**config.mk**
```make
export PLATFORM = sky130hd
export DESIGN_NAME = pending_priority_encoder
export DESIGN_NICKNAME = d
export VERILOG_FILES = /design/src/rtl/pending_priority_encoder.sv
export SDC_FILE = /design/constraint.sdc
export NUM_CORES = 1
export LEC_CHECK = 0
export CORE_ASPECT_RATIO = 0.8
export CORE_MARGIN = 3
export CORE_UTILIZATION = 47
export CTS_BUF_LIST = sky130_fd_sc_hd__clkbuf_4 sky130_fd_sc_hd__clkbuf_8
export DETAILED_ROUTE_END_ITERATION = 7
export PLACE_DENSITY = 0.81
export SYNTH_ARGS = -nofsm -noshare
export SYNTH_HDL_FRONTEND = slang
export SYNTH_SLANG_ARGS = --single-unit
```
**constraint.sdc**
```tcl
create_clock -name clk -period 4.3 [get_ports clk]
set_input_delay 0.86 -clock clk [delete_from_list [all_inputs] [get_ports clk]]
set_output_delay 0.86 -clock clk [all_outputs]
set_load 0.01 [all_outputs]
```
**src/rtl/pending_priority_encoder.sv**
```systemverilog
// Sticky pending-event register with a registered valid/ready output presenting
// the highest-priority unmasked pending index; a parametrised 8-to-3 encoder successor.
module pending_priority_encoder #(
    parameter int N            = 8,
    parameter int IDX_W        = 3,
    parameter int PRIORITY_MSB = 1
) (
    input  logic             clk,
    input  logic             rst_n,
    input  logic             enable,
    input  logic [N-1:0]     req,
    input  logic [N-1:0]     mask,
    output logic             out_valid,
    input  logic             out_ready,
    output logic [IDX_W-1:0] out_idx,
    output logic [N-1:0]     pending,
    output logic [IDX_W:0]   pending_cnt,
    output logic             overflow
);

    if (N < 2 || N > 64 || IDX_W != $clog2(N)) begin : g_param_check
        $error("pending_priority_encoder: N must be 2..64 and IDX_W must equal clog2(N)");
    end

    logic             accept;
    logic [N-1:0]     clr;
    logic [N-1:0]     set;
    logic [N-1:0]     pending_next;
    logic [N-1:0]     cand;
    logic [IDX_W-1:0] pick;
    logic [IDX_W:0]   cnt_next;
    logic             overflow_next;

    assign accept        = out_valid && out_ready;
    assign clr           = accept ? (N'(1) << out_idx) : '0;
    assign set           = enable ? req : '0;
    // A bit cleared and re-requested in the same cycle stays pending.
    assign pending_next  = (pending & ~clr) | set;
    assign cand          = pending_next & ~mask;
    assign overflow_next = |(set & pending & ~clr);

    // NOTE: every variable written in a combinational block gets a default first,
    // otherwise paths that skip an assignment infer a latch.
    always_comb begin
        pick = '0;
        for (int i = 0; i < N; i++) begin
            if (PRIORITY_MSB != 0) begin
                if (cand[i]) pick = IDX_W'(i);
            end else if (cand[N-1-i]) begin
                pick = IDX_W'(N-1-i);
            end
        end
    end

    always_comb begin
        cnt_next = '0;
        for (int i = 0; i < N; i++) begin
            cnt_next = cnt_next + (IDX_W+1)'(pending_next[i]);
        end
    end

    // NOTE: state registers use non-blocking assignments so every flop samples
    // pre-edge values regardless of statement order.
    always_ff @(posedge clk or negedge rst_n) begin
        if (!rst_n) begin
            pending     <= '0;
            pending_cnt <= '0;
            overflow    <= 1'b0;
            out_valid   <= 1'b0;
            out_idx     <= '0;
        end else begin
            pending     <= pending_next;
            pending_cnt <= cnt_next;
            overflow    <= overflow_next;
            // No preemption: a stalled presentation holds until accepted.
            if (!out_valid || accept) begin
                out_valid <= |cand;
                out_idx   <= pick;
            end
        end
    end

endmodule

```
==> results.py <==
metrics = {
    "status": {
        "status": "complete, no violations",
    },
    "grt": {
        "grt_max_degree": 18,
        "grt_pass1_wl_um": 5130,
        "grt_use_total": 0.231,
        "first_global_vias": 1101,
        "antenna_found_initial": 0,
        "gr-total-overflow": 0,
    },
    "floorplanning": {
        "core_um2": 2210,
        "die-area_um2": 3000,
        "dieHeight_um": 49.6,
        "start_util": 0.505,
        "ios": 37,
        "fp.dieW_um": 60.5,
        "num_rows": 15,
    },
    "synthesis": {
        "avgSynthCellArea_um2": 9.39,
        "synth_cell_types": 36,
        "synth_warnings": 0,
        "synth.ff_latch_count": 17,
        "synth_nets": 146,
        "syn_inst": 119,
        "ys_seq_area_frac": 0.381,
        "synth-edff-count": 0,
        "synthArstFlopShare": 1.00,
        "synth_flop_cell": "dfrtp_1",
        "synth_area_um2": 1120,
    },
    "cells_and_area": {
        "final_nets": 189,
        "multiInputGateArea_um2": 627,
        "area_delta_synth_final_pct": 38.4,
        "fillers": 182,
        "stdcell_count": 186,
        "antennaDiodeCount": 0,
        "final_util": 0.698,
        "drive_gt1_frac": 0.0932,
        "regArea_um2": 425,
    },
    "detailed_routing": {
        "drt_pass1_iterations": 5,
        "drt-vias-per-instance": 5.77,
        "vias": 1074,
        "drc_errors": 0,
        "drt_iter0_markers": 54,
        "wirelength_um": 3090,
        "ant_nets": 0,
        "wl_per_cell_um": 16.6,
    },
    "cts": {
        "clock_path_buffers": 2,
        "clk_latency_ns": 0.30,
        "cts_hold_buf": 0,
        "clock-root-buffer": "clkbuf_4",
        "numClockSinks": 17,
        "cts_tree": "done",
        "post_cts_buffers": 0,
        "cts.repair.resized": 0,
        "clk_pin_slew_ns": 0.11,
        "cts-buffers-inserted": 3,
        "cts_max_level": 1,
    },
    "sta": {
        "rsz0062_at_grt": "no",
        "fmax_mhz": 245,
        "skew_ns": 0.00609,
        "worst_slew_pin_slew_ns": 0.795,
        "fin_crit_sh": 0.948,
        "final-setup-viol-count": 0,
        "period_minus_slack_ns": 4.08,
        "slew_viol_final": 0,
        "hold_violations": 0,
        "relSlewSlack": 0.468,
    },
    "pwr": {
        "combPwrFrac": 0.556,
        "p_per_area_nw_per_um2": 486,
        "intPower_w": 0.000447,
        "seq_power_share": 0.323,
        "peakVddDrop_mv": 0.229,
        "power.share.clock": 0.121,
        "p_sw_frac": 0.405,
        "netSwitchingPower_w": 0.000305,
        "leakage_nw": 0.648,
    },
    "run": {
        "cap_violations": 0,
    },
    "critical_path": {
        "cp.arrival_ns": 4.28,
        "worstPathCellList": "clkdlybuf4s50_1 -> and3b_1 -> nand2_1 -> a22oi_1 -> inv_1 -> fa_1 -> fa_1 -> inv_1 -> fa_1 -> inv_1 -> ha_1 -> inv_1 -> fa_1 -> xnor2_1",
        "critPathSlowestCell": "clkdlybuf4s50_1",
        "ff2ff_path_depth": 13,
        "crit_fanout": 4,
        "worst-setup-path-type": "input pin to flip-flop",
        "worstSetupStartpointType": "input pin",
        "worst_ep_required_time_ns": 4.50,
        "critPathCaptureType": "flip-flop",
        "r2r_setup_slack_ns": 0.65,
        "max_stage_delay_ns": 0.51,
    },
    "place": {
        "dp_cells": 182,
        "port_buffers": 36,
        "dp_hpwl_um": 2430,
        "place.gp.congestion": 0.916,
    },
    "worst_hold_path": {
        "hold_path_depth": 2,
        "min_path_type": "flip-flop to flip-flop",
    },
}
==> worst paths after layout <==
check | start | to
worst max register to register | out_idx[0] | pending_cnt[2]
max in group asynchronous | rst_n | pending_cnt[3]
worst max-delay path | out_ready | pending_cnt[2]
min in group asynchronous | rst_n | pending[7]
worst min-delay path | pending[2] | pending[2]
worst min register to register | pending[2] | pending[2]
==> sequential cells by signal (all words and copies together), names as in the netlist <==
signal,count
overflow,1
pending_cnt,4
out_valid,1
pending,8
out_idx,3
==> synthesized netlist by cell type (all sizes together), types with 2 or more instances <==
library cell / count / area [µm²]
nand2: 29 / 109
dfrtp: 17 / 425
a21oi: 14 / 77.6
inv: 10 / 37.5
a311o: 4 / 40.0
a311oi: 4 / 52.6
fa: 4 / 80.1
nor2: 4 / 15.0
a31oi: 3 / 18.8
buf: 3 / 27.5
ha: 3 / 37.5
a211oi: 2 / 20.0
a21boi: 2 / 15.0
nor2b: 2 / 12.5
==> cells by family after synthesis <==
group                      share of synthesized area
buffers and inverters                         0.0582
adders and majority gates                      0.105
xor gates and xnor gates                     0.00784
AOI/OAI and AO/OA                              0.278
DFF                                            0.381
and+or+nand+nor                                0.170
==> worst max-delay path: cells and delay by family <==
family | cells | cell delay, ns
compound gates | 1 | 0.21
simple gates | 2 | 0.30
xor+xnor | 1 | 0.14
buf+inv | 5 | 0.81
fa+ha+maj | 5 | 1.95
==> cell usage in the layout (no fill, tap or decap), drive strengths merged, types with 3 or more instances in the layout <==
master	instances
inv	10
ha	3
nand2	29
nor2	4
a31oi	3
a311o	4
clkbuf	3
a21oi	14
a311oi	4
clkdlybuf4s50	36
dfrtp	17
buf	5
fa	4
==> metal layers <==
layer	track usage	vias up	share of wire	routed length [µm]
met2	0.347	47	0.46	1440
met1	0.316	512	0.44	1360
met4	0.0650	0	0.010	32
met5	0	-	0	0
li1	-	511	-	-
met3	0.0785	4	0.084	260
==> layout make-up <==
cell class,count,area share
Tap cell,25,0.0202
Clock buffer,3,0.0146
Clock inverter,1,0.00324
Timing Repair Buffer,41,0.257
Inverter,10,0.0243
Multi-Input combinational cell,89,0.405
Sequential cell,17,0.275
==> metrics by stage <==
step | power (W) | cell area [µm²] | worst slack, ns | hold WS [ns] | TNS (ns)
2_1_floorplan | 0.000490 | 1120 | 0.543 | 0.564 | 0
3_3_place_gp | 0.000642 | 1520 | 0.0351 | 0.553 | 0
3_5_place_dp | 0.000667 | 1520 | -0.104 | 0.556 | -0.190
4_1_cts | 0.000757 | 1550 | 0.226 | 0.581 | 0
5_1_grt | 0.000829 | 1550 | 0.0969 | 0.623 | 0
6_report | 0.000752 | 1550 | 0.223 | 0.576 | 0
==> power groups by stage <==
stage               clock network (W)  registers (W)  logic [W]
floorplan                           0       0.000259   0.000230
CTS                         0.0000914       0.000242   0.000424
global route                 0.000104       0.000248   0.000477
global placement                    0       0.000242   0.000400
detailed placement                  0       0.000244   0.000422
finish                      0.0000909       0.000243   0.000418
Note: power is estimated with default switching activity, not from simulation.
